--- src/rtl/game_pkg.sv ---
// Shared game-level types: top-level game state encoding, click type and
// the click decoder FSM state.
package game_pkg;

  typedef enum logic [2:0] {
    GAME_START = 3'd0,
    PLAY       = 3'd1,
    GAME_OVER  = 3'd2,
    GAME_WIN   = 3'd3
  } game_state_t;

  typedef enum logic {
    CLICK_LEFT  = 1'b0,
    CLICK_RIGHT = 1'b1
  } click_t;

  typedef enum logic [1:0] {
    DEC_IDLE    = 2'd0,
    DEC_CAPTURE = 2'd1,
    DEC_DIV     = 2'd2,
    DEC_HOLD    = 2'd3
  } dec_state_t;

  localparam int unsigned FIELD_SIZE_W = 6;

endpackage

--- src/rtl/field_coord_div.sv ---
// Per-axis field index finder: repeatedly subtracts the field size from a
// board-relative pixel offset, one step per clock, counting the steps.
module field_coord_div
  import game_pkg::*;
#(
  parameter int unsigned COORD_W = 12,
  parameter int unsigned IDX_W   = 5
) (
  input  logic                    clk_i,
  input  logic                    rst_ni,
  input  logic                    clear_i,
  input  logic                    start_i,
  input  logic [COORD_W-1:0]      rel_i,
  input  logic [FIELD_SIZE_W-1:0] size_i,
  input  logic [IDX_W-1:0]        num_i,
  output logic                    done_o,
  output logic                    err_o,
  output logic [IDX_W-1:0]        idx_o
);

  logic [COORD_W-1:0] res_q, res_d;
  logic [IDX_W-1:0]   idx_q, idx_d;
  logic               busy_q, busy_d;
  logic               done_q, done_d;
  logic               err_q, err_d;

  logic [COORD_W-1:0] size_ext;
  logic [IDX_W-1:0]   last_idx;
  logic               res_below;

  assign size_ext  = COORD_W'(size_i);
  assign last_idx  = num_i - IDX_W'(1);
  assign res_below = (res_q < size_ext);

  // Next-state: load on start, then one subtract/increment step per cycle
  // until the residual fits in one field or the index saturates.
  always_comb begin
    res_d  = res_q;
    idx_d  = idx_q;
    busy_d = busy_q;
    done_d = done_q;
    err_d  = err_q;
    if (clear_i) begin
      busy_d = 1'b0;
      done_d = 1'b0;
      err_d  = 1'b0;
    end else if (start_i) begin
      res_d  = rel_i;
      idx_d  = '0;
      busy_d = 1'b1;
      done_d = 1'b0;
      err_d  = 1'b0;
    end else if (busy_q) begin
      if (res_below) begin
        busy_d = 1'b0;
        done_d = 1'b1;
      end else if (idx_q == last_idx) begin
        // Index would pass the last field: geometry changed under us.
        busy_d = 1'b0;
        err_d  = 1'b1;
      end else begin
        res_d = res_q - size_ext;
        idx_d = idx_q + IDX_W'(1);
      end
    end
  end

  // State registers.
  always_ff @(posedge clk_i or negedge rst_ni) begin
    if (!rst_ni) begin
      res_q  <= '0;
      idx_q  <= '0;
      busy_q <= 1'b0;
      done_q <= 1'b0;
      err_q  <= 1'b0;
    end else begin
      res_q  <= res_d;
      idx_q  <= idx_d;
      busy_q <= busy_d;
      done_q <= done_d;
      err_q  <= err_d;
    end
  end

  assign done_o = done_q;
  assign err_o  = err_q;
  assign idx_o  = idx_q;

endmodule

--- src/rtl/board_click_decoder.sv ---
// Turns mouse button presses over the game board into (row, col, type)
// click transactions with a valid/ready handshake towards the game logic.
module board_click_decoder
  import game_pkg::*;
#(
  parameter int unsigned COORD_W = 12,
  parameter int unsigned IDX_W   = 5
) (
  input  logic                    clk,
  input  logic                    rst,
  input  logic [2:0]              main_state,
  input  logic [COORD_W-1:0]      mouse_xpos,
  input  logic [COORD_W-1:0]      mouse_ypos,
  input  logic                    left,
  input  logic                    right,
  input  logic [COORD_W-1:0]      board_xpos,
  input  logic [COORD_W-1:0]      board_ypos,
  input  logic [FIELD_SIZE_W-1:0] field_size,
  input  logic [IDX_W-1:0]        field_num,
  output logic                    click_valid,
  input  logic                    click_ready,
  output logic [IDX_W-1:0]        field_row,
  output logic [IDX_W-1:0]        field_col,
  output click_t                  click_type
);

  localparam int unsigned EXT_W = COORD_W + IDX_W + FIELD_SIZE_W;

  logic               left_q, right_q, hist_ok_q;
  logic               left_rise, right_rise, play;

  dec_state_t         state_q;
  logic [COORD_W-1:0] x_q, y_q;
  click_t             type_q;
  logic               valid_q;
  logic [IDX_W-1:0]   row_q, col_q;
  click_t             ctype_q;

  logic [COORD_W-1:0] rel_x, rel_y;
  logic [EXT_W-1:0]   span;
  logic               in_x, in_y, geom_ok, cap_ok;
  logic               div_start, div_clear;
  logic               done_x, done_y, err_x, err_y;
  logic [IDX_W-1:0]   idx_x, idx_y;

  // Button history; hist_ok_q suppresses edges on the first cycle after
  // reset so a button held through reset release is not seen as a press.
  always_ff @(posedge clk or negedge rst) begin
    if (!rst) begin
      left_q    <= 1'b0;
      right_q   <= 1'b0;
      hist_ok_q <= 1'b0;
    end else begin
      left_q    <= left;
      right_q   <= right;
      hist_ok_q <= 1'b1;
    end
  end

  // Edge pulses, play gating and board bounds check on the latched position.
  always_comb begin
    left_rise  = left  & ~left_q  & hist_ok_q;
    right_rise = right & ~right_q & hist_ok_q;
    play       = (main_state == PLAY);
    rel_x      = x_q - board_xpos;
    rel_y      = y_q - board_ypos;
    span       = EXT_W'(field_num) * EXT_W'(field_size);
    in_x       = (x_q >= board_xpos) && (EXT_W'(rel_x) < span);
    in_y       = (y_q >= board_ypos) && (EXT_W'(rel_y) < span);
    geom_ok    = (field_size != '0) && (field_num != '0);
    cap_ok     = in_x && in_y && geom_ok;
    div_start  = (state_q == DEC_CAPTURE) && play && cap_ok;
    div_clear  = !play;
  end

  field_coord_div #(
    .COORD_W(COORD_W),
    .IDX_W  (IDX_W)
  ) u_div_x (
    .clk_i  (clk),
    .rst_ni (rst),
    .clear_i(div_clear),
    .start_i(div_start),
    .rel_i  (rel_x),
    .size_i (field_size),
    .num_i  (field_num),
    .done_o (done_x),
    .err_o  (err_x),
    .idx_o  (idx_x)
  );

  field_coord_div #(
    .COORD_W(COORD_W),
    .IDX_W  (IDX_W)
  ) u_div_y (
    .clk_i  (clk),
    .rst_ni (rst),
    .clear_i(div_clear),
    .start_i(div_start),
    .rel_i  (rel_y),
    .size_i (field_size),
    .num_i  (field_num),
    .done_o (done_y),
    .err_o  (err_y),
    .idx_o  (idx_y)
  );

  // Decoder FSM with registered handshake outputs.
  always_ff @(posedge clk or negedge rst) begin
    if (!rst) begin
      state_q <= DEC_IDLE;
      x_q     <= '0;
      y_q     <= '0;
      type_q  <= CLICK_LEFT;
      valid_q <= 1'b0;
      row_q   <= '0;
      col_q   <= '0;
      ctype_q <= CLICK_LEFT;
    end else begin
      case (state_q)
        DEC_IDLE: begin
          valid_q <= 1'b0;
          // A chord (both edges in one cycle) is ambiguous and dropped.
          if (play && (left_rise ^ right_rise)) begin
            x_q     <= mouse_xpos;
            y_q     <= mouse_ypos;
            type_q  <= right_rise ? CLICK_RIGHT : CLICK_LEFT;
            state_q <= DEC_CAPTURE;
          end
        end
        DEC_CAPTURE: begin
          state_q <= (play && cap_ok) ? DEC_DIV : DEC_IDLE;
        end
        DEC_DIV: begin
          if (!play || err_x || err_y) begin
            state_q <= DEC_IDLE;
          end else if (done_x && done_y) begin
            state_q <= DEC_HOLD;
            valid_q <= 1'b1;
            row_q   <= idx_y;
            col_q   <= idx_x;
            ctype_q <= type_q;
          end
        end
        DEC_HOLD: begin
          if (!play || click_ready) begin
            state_q <= DEC_IDLE;
            valid_q <= 1'b0;
          end
        end
        default: begin
          state_q <= DEC_IDLE;
          valid_q <= 1'b0;
        end
      endcase
    end
  end

  assign click_valid = valid_q;
  assign field_row   = row_q;
  assign field_col   = col_q;
  assign click_type  = ctype_q;

endmodule

--- config.mk ---
export PLATFORM = sky130hd
export DESIGN_NAME = board_click_decoder
export DESIGN_NICKNAME = d
export VERILOG_FILES = /design/src/rtl/game_pkg.sv /design/src/rtl/field_coord_div.sv /design/src/rtl/board_click_decoder.sv
export SDC_FILE = /design/constraint.sdc
export NUM_CORES = 1
export LEC_CHECK = 0
export CAP_MARGIN = 10
export CORE_MARGIN = 2
export CORE_UTILIZATION = 58
export DETAILED_ROUTE_END_ITERATION = 6
export GPL_TIMING_DRIVEN = 0
export PLACE_DENSITY = 0.85
export SLEW_MARGIN = 25
export SYNTH_ARGS = -nofsm -noshare
export SYNTH_HDL_FRONTEND = slang
export SYNTH_SLANG_ARGS = --single-unit
--- constraint.sdc ---
create_clock -name clk -period 5.2 [get_ports clk]
set_clock_uncertainty 0.15 [all_clocks]
set_input_delay 0.78 -clock clk [delete_from_list [all_inputs] [get_ports clk]]
set_output_delay 0.78 -clock clk [all_outputs]
set_load 0.03 [all_outputs]
Word level (Yosys, flattened, before mapping)
Cells that the tools add are included.

Bits in registers: 82. Bits in latches: 0. Bits in writable memories: 0. Memory bits (read-only): 0. Input port bits: 67. Output and inout bits: 12. Word-level logic and storage cells: 151. Memories: 0.

Add/sub/neg operators: 7. Multipliers: 1. Div/mod/pow operators: 0. Magnitude comparators: 6. Equality and inequality tests: 23. Shift operators: 0. Muxes and demuxes: 55. Bitwise gates (word level): 8. Reductions and logical operators: 30.

Operator list (number): $mux W12 (8); $mux W5 (8); $mux W1 (32); $ge A12 B12 Y1 (2); $lt A12 B11 Y1 (2); $lt A12 B6 Y1 (2); $sub A12 B12 Y12 (2); $sub A12 B6 Y12 (2); $ne A3 B1 Y1 const B (6); $ne A2 B2 Y1 const B (8); $reduce_and A3 Y1 (4); $reduce_and A4 Y1 (3); $mul A5 B6 Y11 (1); $add A5 B1 Y5 const B (2); $eq A5 B5 Y1 (2); $logic_and A1 B1 Y1 (10); $mux W2 (5); $ne A3 B3 Y1 const B (3); $pmux W2 S4 (1); $reduce_and A2 Y1 (3); $reduce_bool A6 Y1 (1); $reduce_bool A5 Y1 (1); $sub A5 B1 Y5 const B (1); $and A1 B1 Y1 (4); 11 further kinds (17).

Logic depth before layout (Yosys ltp)
Gate-level depths: netlist of run 1.

Depth in word-level cells: 8. Depth in mapped cells: 26. Depth with buffers taken out: 23.

Hierarchy
A second synthesis of run 1 with hierarchy kept.

Cell total of the unflattened synthesis: 810. Area total of the unflattened synthesis: 7378.3 um^2.

Modules (own cells, without submodules): board_click_decoder (times used 1, cells an instance 452, area each 4297.9 um^2, seq. area each 1051.0 um^2); field_coord_div (times used 2, cells an instance 179, area each 1540.2 um^2, seq. area each 500.5 um^2).

Worst setup path before layout of run 1
OpenSTA, ideal clock, no wires.

Path type: input -> register. Start point: in field_num[3]. End point: reg u_div_y.res_q[10]. Setup time: 0.125 ns. Arrival: 5.573 ns. Data required time: 4.925 ns. Setup slack: -0.648 ns. Stages on the path: 25. Path buffers: 3. Path through: buf_2 nand2_1 fa_1 fa_1 fa_1 inv_1 ha_1 a21o_1 a21oi_1 o21bai_1 a21oi_1 o21bai_1 a21oi_1 xor2_1 ha_1 nor2_1 o211ai_1 a31oi_1 nand3_1 nor4_1 nand3_1 a211o_1 buf_6 buf_6 mux2_4.

Cells in the longest elaborated chain, start to end: 8. Elaborated cells between the ends (all ways): 17. Those cells by class: add/sub: 1; mul: 1; order compare: 2; eq/ne: 3; mux: 1; reduce/logical: 9.

RTL lines: start: declaration (RTL line board_click_decoder.sv:19) `input logic [IDX_W-1:0] field_num,`; $mul A5 B6 Y11 (RTL line board_click_decoder.sv:67) `span = EXT_W'(field_num) * EXT_W'(field_size);`; $lt A12 B11 Y1, on equally long branches (RTL line board_click_decoder.sv:68, board_click_decoder.sv:69); $logic_and A1 B1 Y1, on equally long branches (RTL line board_click_decoder.sv:68, board_click_decoder.sv:69); $logic_and A1 B1 Y1 (2 in series) (RTL line board_click_decoder.sv:71) `cap_ok = in_x && in_y && geom_ok;`; $logic_and A1 B1 Y1 (RTL line board_click_decoder.sv:72) `div_start = (state_q == DEC_CAPTURE) && play && cap_ok;`; $ne A2 B2 Y1 (no line) or $reduce_bool A2 Y1 (tied branches); $reduce_and A4 Y1 (no line); end signal: assignment (RTL line field_coord_div.sv:77) `res_q <= res_d;`; end: declaration (RTL line field_coord_div.sv:21) `logic [COORD_W-1:0] res_q, res_d;`.

Parallel ways exist; a longest one is shown, timed or not. A chain may end at the register's enable or synchronous reset.

Worst setup path in the final report of run 1
Start point: in field_size[1]. End point: reg u_div_y.res_q[4].

Cells in the longest elaborated chain, start to end: 8. Elaborated cells between the ends (all ways): 20. Those cells by class: add/sub: 1; mul: 1; order compare: 3; eq/ne: 2; mux: 4; reduce/logical: 9.

RTL lines: start: declaration (RTL line board_click_decoder.sv:18) `input logic [FIELD_SIZE_W-1:0] field_size,`; $mul A5 B6 Y11 (RTL line board_click_decoder.sv:67); $lt A12 B11 Y1, on equally long branches (RTL line board_click_decoder.sv:68, board_click_decoder.sv:69); $logic_and A1 B1 Y1, on equally long branches (RTL line board_click_decoder.sv:68, board_click_decoder.sv:69); $logic_and A1 B1 Y1 (2 in series) (RTL line board_click_decoder.sv:71); $logic_and A1 B1 Y1 (RTL line board_click_decoder.sv:72); $ne A2 B2 Y1 (no line) or $reduce_bool A2 Y1 (tied branches); $reduce_and A4 Y1 (no line).

Parallel ways exist; a longest one is shown, timed or not. The select of a mux whose other input is x is not followed.

==> results of run 1 <==
power by group:
part           switching, W  internal, W
Sequential        0.0000641     0.000736
Combinational      0.000944     0.000800
Clock              0.000300     0.000335
Total               0.00131      0.00187
metrics by stage:
stage	area [µm²]	hold WS (ps)
6_report	8430	224
3_5_place_dp	7730	317
2_1_floorplan	6780	295
4_1_cts	8340	239
3_3_place_gp	7710	313
5_1_grt	8430	268
critical path, delay by kind of cell:
kind | cells | cell delay, ps
AOI/OAI and AO/OA | 9 | 1440
muxes | 1 | 300
adders and majority gates | 5 | 1980
and+or+nand+nor | 5 | 620
buffers and inverters | 4 | 450
xor gates and xnor gates | 1 | 140
state kept, by name (all words and copies together), names as in the netlist, 2 cells and up:
name	count
u_div_x.res_q	12
u_div_y.res_q	12
x_q	12
y_q	12
field_col	5
field_row	5
u_div_x.idx_o	5
u_div_y.idx_o	5
state_q	2
worst max path at each step:
stage          cells past startpoint  slack [ps]           endpoint           from
6_report                          25        -430   u_div_y.res_q[4]  field_size[1]
5_1_grt                           27        -640   u_div_y.res_q[5]  field_size[0]
4_1_cts                           25        -360   u_div_y.res_q[4]   field_num[4]
3_5_place_dp                      24       -1550  u_div_y.res_q[11]  field_size[0]
3_3_place_gp                      26       -1390   u_div_y.res_q[7]  field_size[1]
2_1_floorplan                     25        -340  u_div_x.res_q[10]   field_num[3]
final cells by class:
| type | instances | area [µm²] |
|---|---|---|
| well taps | 143 | 179 |
| flip-flops and latches | 82 | 2050 |
| fillers | 724 | 2940 |
| clock buffers | 9 | 225 |
| plain buffers | 13 | 133 |
| repair buffers | 100 | 1020 |
| inverters | 73 | 279 |
| multi-input cells | 511 | 4480 |
| clock inverters | 7 | 67.6 |
routing by layer:
layer | routed length (µm) | part of all wire | global-route usage
met1 | 6610 | 0.39 | 0.324
met2 | 8700 | 0.52 | 0.503
met3 | 829 | 0.049 | 0.0435
met4 | 634 | 0.038 | 0.119
met5 | 0 | 0 | 0
repair_timing:
action                     in CTS  in global routing
pin swaps                      37                  9
resized for setup              73                 13
setup buffers                  17                  7
setup endpoints to repair      41                 41
gates cloned                    2                  0
kinds of logic (layout without fill, tap and decap cells):
kind of cell,count (synthesis),in the layout,synth area share
compound gates,107,107,0.110
xor+xnor,63,63,0.0823
fa+ha+maj,98,98,0.201
buf+inv,86,202,0.0541
flops,82,82,0.306
mux,66,66,0.118
other cells,1,1,0.000559
simple gates,176,176,0.128
layout by cell type (no fill, tap or decap), drive strengths merged, types with 16 or more instances in the layout:
cell and count:
dfrtp 82, ha 81, inv 77, clkdlybuf4s50 67, mux2 61, nor2 53
nand2 43, buf 42, xnor2 38, a21oi 29, xor2 25, o21ai 22
fa 16
==> out/results.ini, run 1 <==
[cts]
clock-sinks = 82
cts_inserted_buffers = 9
clock_latency_ps = 360
cts_max_path_buffers = 2
cts_hold_buf = 0
cts_tree = yes
cts-root-buf = clkbuf_16
htreeDepth = 3
clk_pin_slew_ps = 70

[sta]
worst_slack_ps = -431
hold_violations = 0
max_freq_mhz = 178
finalSetupViolations = 41
worst_pin_slew_ps = 771
min_period_ps = 5630
setup_tns_ps = -13390
rsz0062_at_grt = yes
timing.final.crit_share = 1.08
report.final.slew_viol_count = 0
relSlewSlack = 0.481

[synthesis]
synth_common_cells = 82 x dfrtp_1, 81 x ha_1, 73 x inv_1
syn_nets = 843
synth_cells = 679
syn_avg_cell_area_um2 = 9.87
synth_seq_cells = 82
ys_warn_count = 0
syn_area_um2 = 6700
synth-main-ff-cell = dfrtp_1
synth_edf_count = 0
yosysMostFrequentCell = dfrtp_1
netlist_top_cells_area = dfrtp_1 31%, ha_1 15%, mux2_2 7.7%
yosysSeqAreaShare = 0.306
synth_top_area_frac = 0.306
yosys.area.top_type = dfrtp_1
netlist-cell-type-count = 59
async_flop_share = 1.00

[critical_path]
critPathSlowestCell = fa_1
reg2reg_depth = 20
cp-start-kind = primary input
r2r_slack_ps = 750
critPathMaxFanout = 5
critPathKind = primary input to flop
crit_path_end_kind = flop
critPathMaxStageDelay_ps = 560
arrival_ps = 5720
r2r_start = y_q[0]
rr_endpoint = u_div_y.res_q[4]
required_ps = 5290

[finish]
drive_gt1_frac = 0.208
utilization = 0.741
nNetsFinal = 954
syn_to_final_growth_pct = 25.8
diodes = 0
layout.cells.non_filler = 938

[placement]
dp.final_hpwl_um = 12300
dpl.cell_count = 898
place_congestion = 0.863
place_worst_setup_slack_ps = -1550
io_buffers = 75

[outcome]
status = finished, violations left
violations = setup timing

[die]
core-area_um2 = 11400
dieWidth_um = 112
ios = 79
die_area_um2 = 12400
dieHeight_um = 112
rows = 39
initial_utilization = 0.590

[power]
leakagePower_nw = 4.10
vdd_ir_drop_max_uv = 349
finalPower_w = 0.00318
power.density_nw_per_um2 = 377

[run]
maxCapViolations = 0

[global_route]
overflow = 0
grt_pass1_wl_um = 27700
antenna_found_initial = 0
grt_max_degree = 50
grt_usage = 0.277
grt_pass1_vias = 5874

[drt]
wl_um = 16800
first_pass_iters = 5
dr.first_iter.drc_count = 363
via_per_inst = 5.88
routed-via-count = 5514
drc = 0
detail-route-antenna-nets = 0
route.detailed.wl_per_inst_um = 17.9

[hold_path]
hp-class = primary input to async pin

No activity file was read; power rests on OpenSTA's default activity.
==> run 2, diff against run 1 <==
ABC_AREA = 1   (was default)
==> out/results.ini, run 2 <==
[critical_path]
cp_num_buf_inv = 4
arrival_ps = 5400
cpMostUsedCell = nand2_1
worst_path_dominant_cell_family = adder cells
cp-start-kind = primary input
critPathMaxFanout = 9
critPathMaxStageDelay_ps = 560
critPathSlowestCell = fa_1
required_ps = 5300
critPathKind = primary input to flop
crit_path_end_kind = flop

[synthesis]
syn_avg_cell_area_um2 = 7.06
synth_cells = 1034
ys_warn_count = 0
yosysMostFrequentCell = nand2_1
yosysSeqAreaShare = 0.281
yosys.area.top_type = dfrtp_1
netlist-cell-type-count = 43
synth_common_cells = 345 x nand2_1, 169 x inv_1, 82 x dfrtp_1
async_flop_share = 1.00
synth_seq_cells = 82
synth_top_area_frac = 0.281
netlist_top_cells_area = dfrtp_1 28%, nand2_1 18%, ha_1 14%
syn_area_um2 = 7300
synth_edf_count = 0
synth-main-ff-cell = dfrtp_1
syn_nets = 1198

[finish]
n_fill_cell = 931
final_cell_mix = 321 x nand2_1, 163 x inv_1, 82 x dfrtp_1
layout_commonest_cell = nand2_1
diodes = 0
utilization = 0.743
syn_to_final_growth_pct = 23.8
final_area_um2 = 9030
nNetsFinal = 1301
drive_gt1_frac = 0.104

[sta]
relSlewSlack = 0.606
hold_violations = 0
max_freq_mhz = 189
min_period_ps = 5300
report.final.slew_viol_count = 0
rsz0062_at_grt = yes
worst_slack_ps = -101
worst_pin_slew_ps = 586
setup_tns_ps = -1520
finalSetupViolations = 31
timing.final.crit_share = 1.02

[die]
die_area_um2 = 13500
dieHeight_um = 116
initial_utilization = 0.600
rows = 40
ios = 79
dieWidth_um = 116
core-area_um2 = 12200

[drt]
detail-route-antenna-nets = 0
route.detailed.wl_per_inst_um = 13.8
first_pass_iters = 7
dr.first_iter.drc_count = 577
wl_um = 18100
via_per_inst = 5.34
drc = 0
routed-via-count = 6997

[placement]
place_worst_setup_slack_ps = -1320
io_buffers = 74
dp.final_hpwl_um = 13400
place_congestion = 0.920
dpl_cell_area_um2 = 8300

[global_route]
grt_pass1_wl_um = 29600
grt_pass1_vias = 6549
grt_usage = 0.279
grt_max_degree = 50
antenna_found_initial = 0
overflow = 0

[power]
pwr-share-comb = 0.571
finalPower_w = 0.00330
leakagePower_nw = 4.89
power.internal_w = 0.00181
power.density_nw_per_um2 = 365
vdd_ir_drop_max_uv = 234
pwr-share-seq = 0.241
p_sw_frac = 0.453
p_switching_w = 0.00150
clkPwrFrac = 0.188

[outcome]
status = finished, violations left
violations = setup timing

[cts]
clk_pin_slew_ps = 70
htreeDepth = 3
cts_hold_buf = 0
clock_latency_ps = 360
cts_max_path_buffers = 2
cts_inserted_buffers = 9
cts-root-buf = clkbuf_16
clock-sinks = 82
cts_tree = yes

[run]
maxCapViolations = 0

[hold_path]
hp-class = primary input to async pin

run 2: cell count changes in the layout (fill, tap and decap cells not counted), moves of 13 or more:
cell,previous run,this run
xnor2_1,38,13
nand3_1,11,51
inv_1,69,163
mux2_4,16,0
nand2_1,39,321
o21ai_0,20,36
a21oi_1,26,39
nand2_2,2,22
mux2_2,45,0
run 2: layer usage:
metal | vias to the layer above | part of all wire | wire [µm] | track usage
li1 | 3473 | - | - | -
met1 | 3242 | 0.43 | 7680 | 0.345
met2 | 228 | 0.48 | 8740 | 0.476
met3 | 54 | 0.052 | 937 | 0.0483
met4 | 0 | 0.039 | 698 | 0.135
met5 | - | 0 | 0 | 0
run 2: per-stage QoR:
stage               hold WS (ps)  instances
CTS                          237       1304
global placement             309       1276
floorplan                    299       1034
global route                 257       1310
detailed placement           318       1277
finish                       224       1310
run 2: what timing repair did:
action / in CTS / in global routing
cloned: 2 / 1
setup endpoints to repair: 41 / 41
buffers inserted: 9 / 5
resized for setup: 73 / 34
pin swaps: 37 / 35
run 2: final timing paths:
| path | from | to | slack, ps | depth (start not counted) |
|---|---|---|---|---|
| max in group asynchronous | rst | right_q | 4070 | 2 |
| max reg2reg | x_q[0] | u_div_x.res_q[2] | 1320 | 23 |
| min | rst | u_div_x.res_q[5] | 220 | 1 |
| max | field_size[1] | u_div_x.res_q[2] | -100 | 28 |
| min reg2reg | field_row[0] | field_row[0] | 330 | 2 |
| min in group clk | field_row[0] | field_row[0] | 330 | 2 |
run 2: power by group through the flow:
stage / combinational, W / clock (W) / sequential [W]
floorplan: 0.00134 / 0 / 0.000787
global placement: 0.00168 / 0 / 0.000798
detailed placement: 0.00174 / 0 / 0.000803
CTS: 0.00181 / 0.000627 / 0.000792
global route: 0.00213 / 0.000656 / 0.000804
finish: 0.00189 / 0.000622 / 0.000794
run 2: final cells by class:
class,instances,area (µm²),share of cell area
Inverter,173,654,0.0724
Buffer,20,191,0.0212
Multi-Input combinational cell,759,4680,0.518
Clock inverter,5,37.5,0.00415
Sequential cell,82,2050,0.227
Timing Repair Buffer,92,962,0.106
Tap cell,168,210,0.0233
Clock buffer,11,243,0.0269
run 2: cells by family (layout without fill, tap and decap cells):
group,after synthesis,in the layout,synth area share
other cells,1,1,0.000514
simple gates,508,508,0.290
flops,82,82,0.281
buf+inv,193,301,0.107
xor+xnor,42,42,0.0504
compound gates,111,111,0.0878
fa+ha+maj,97,97,0.183
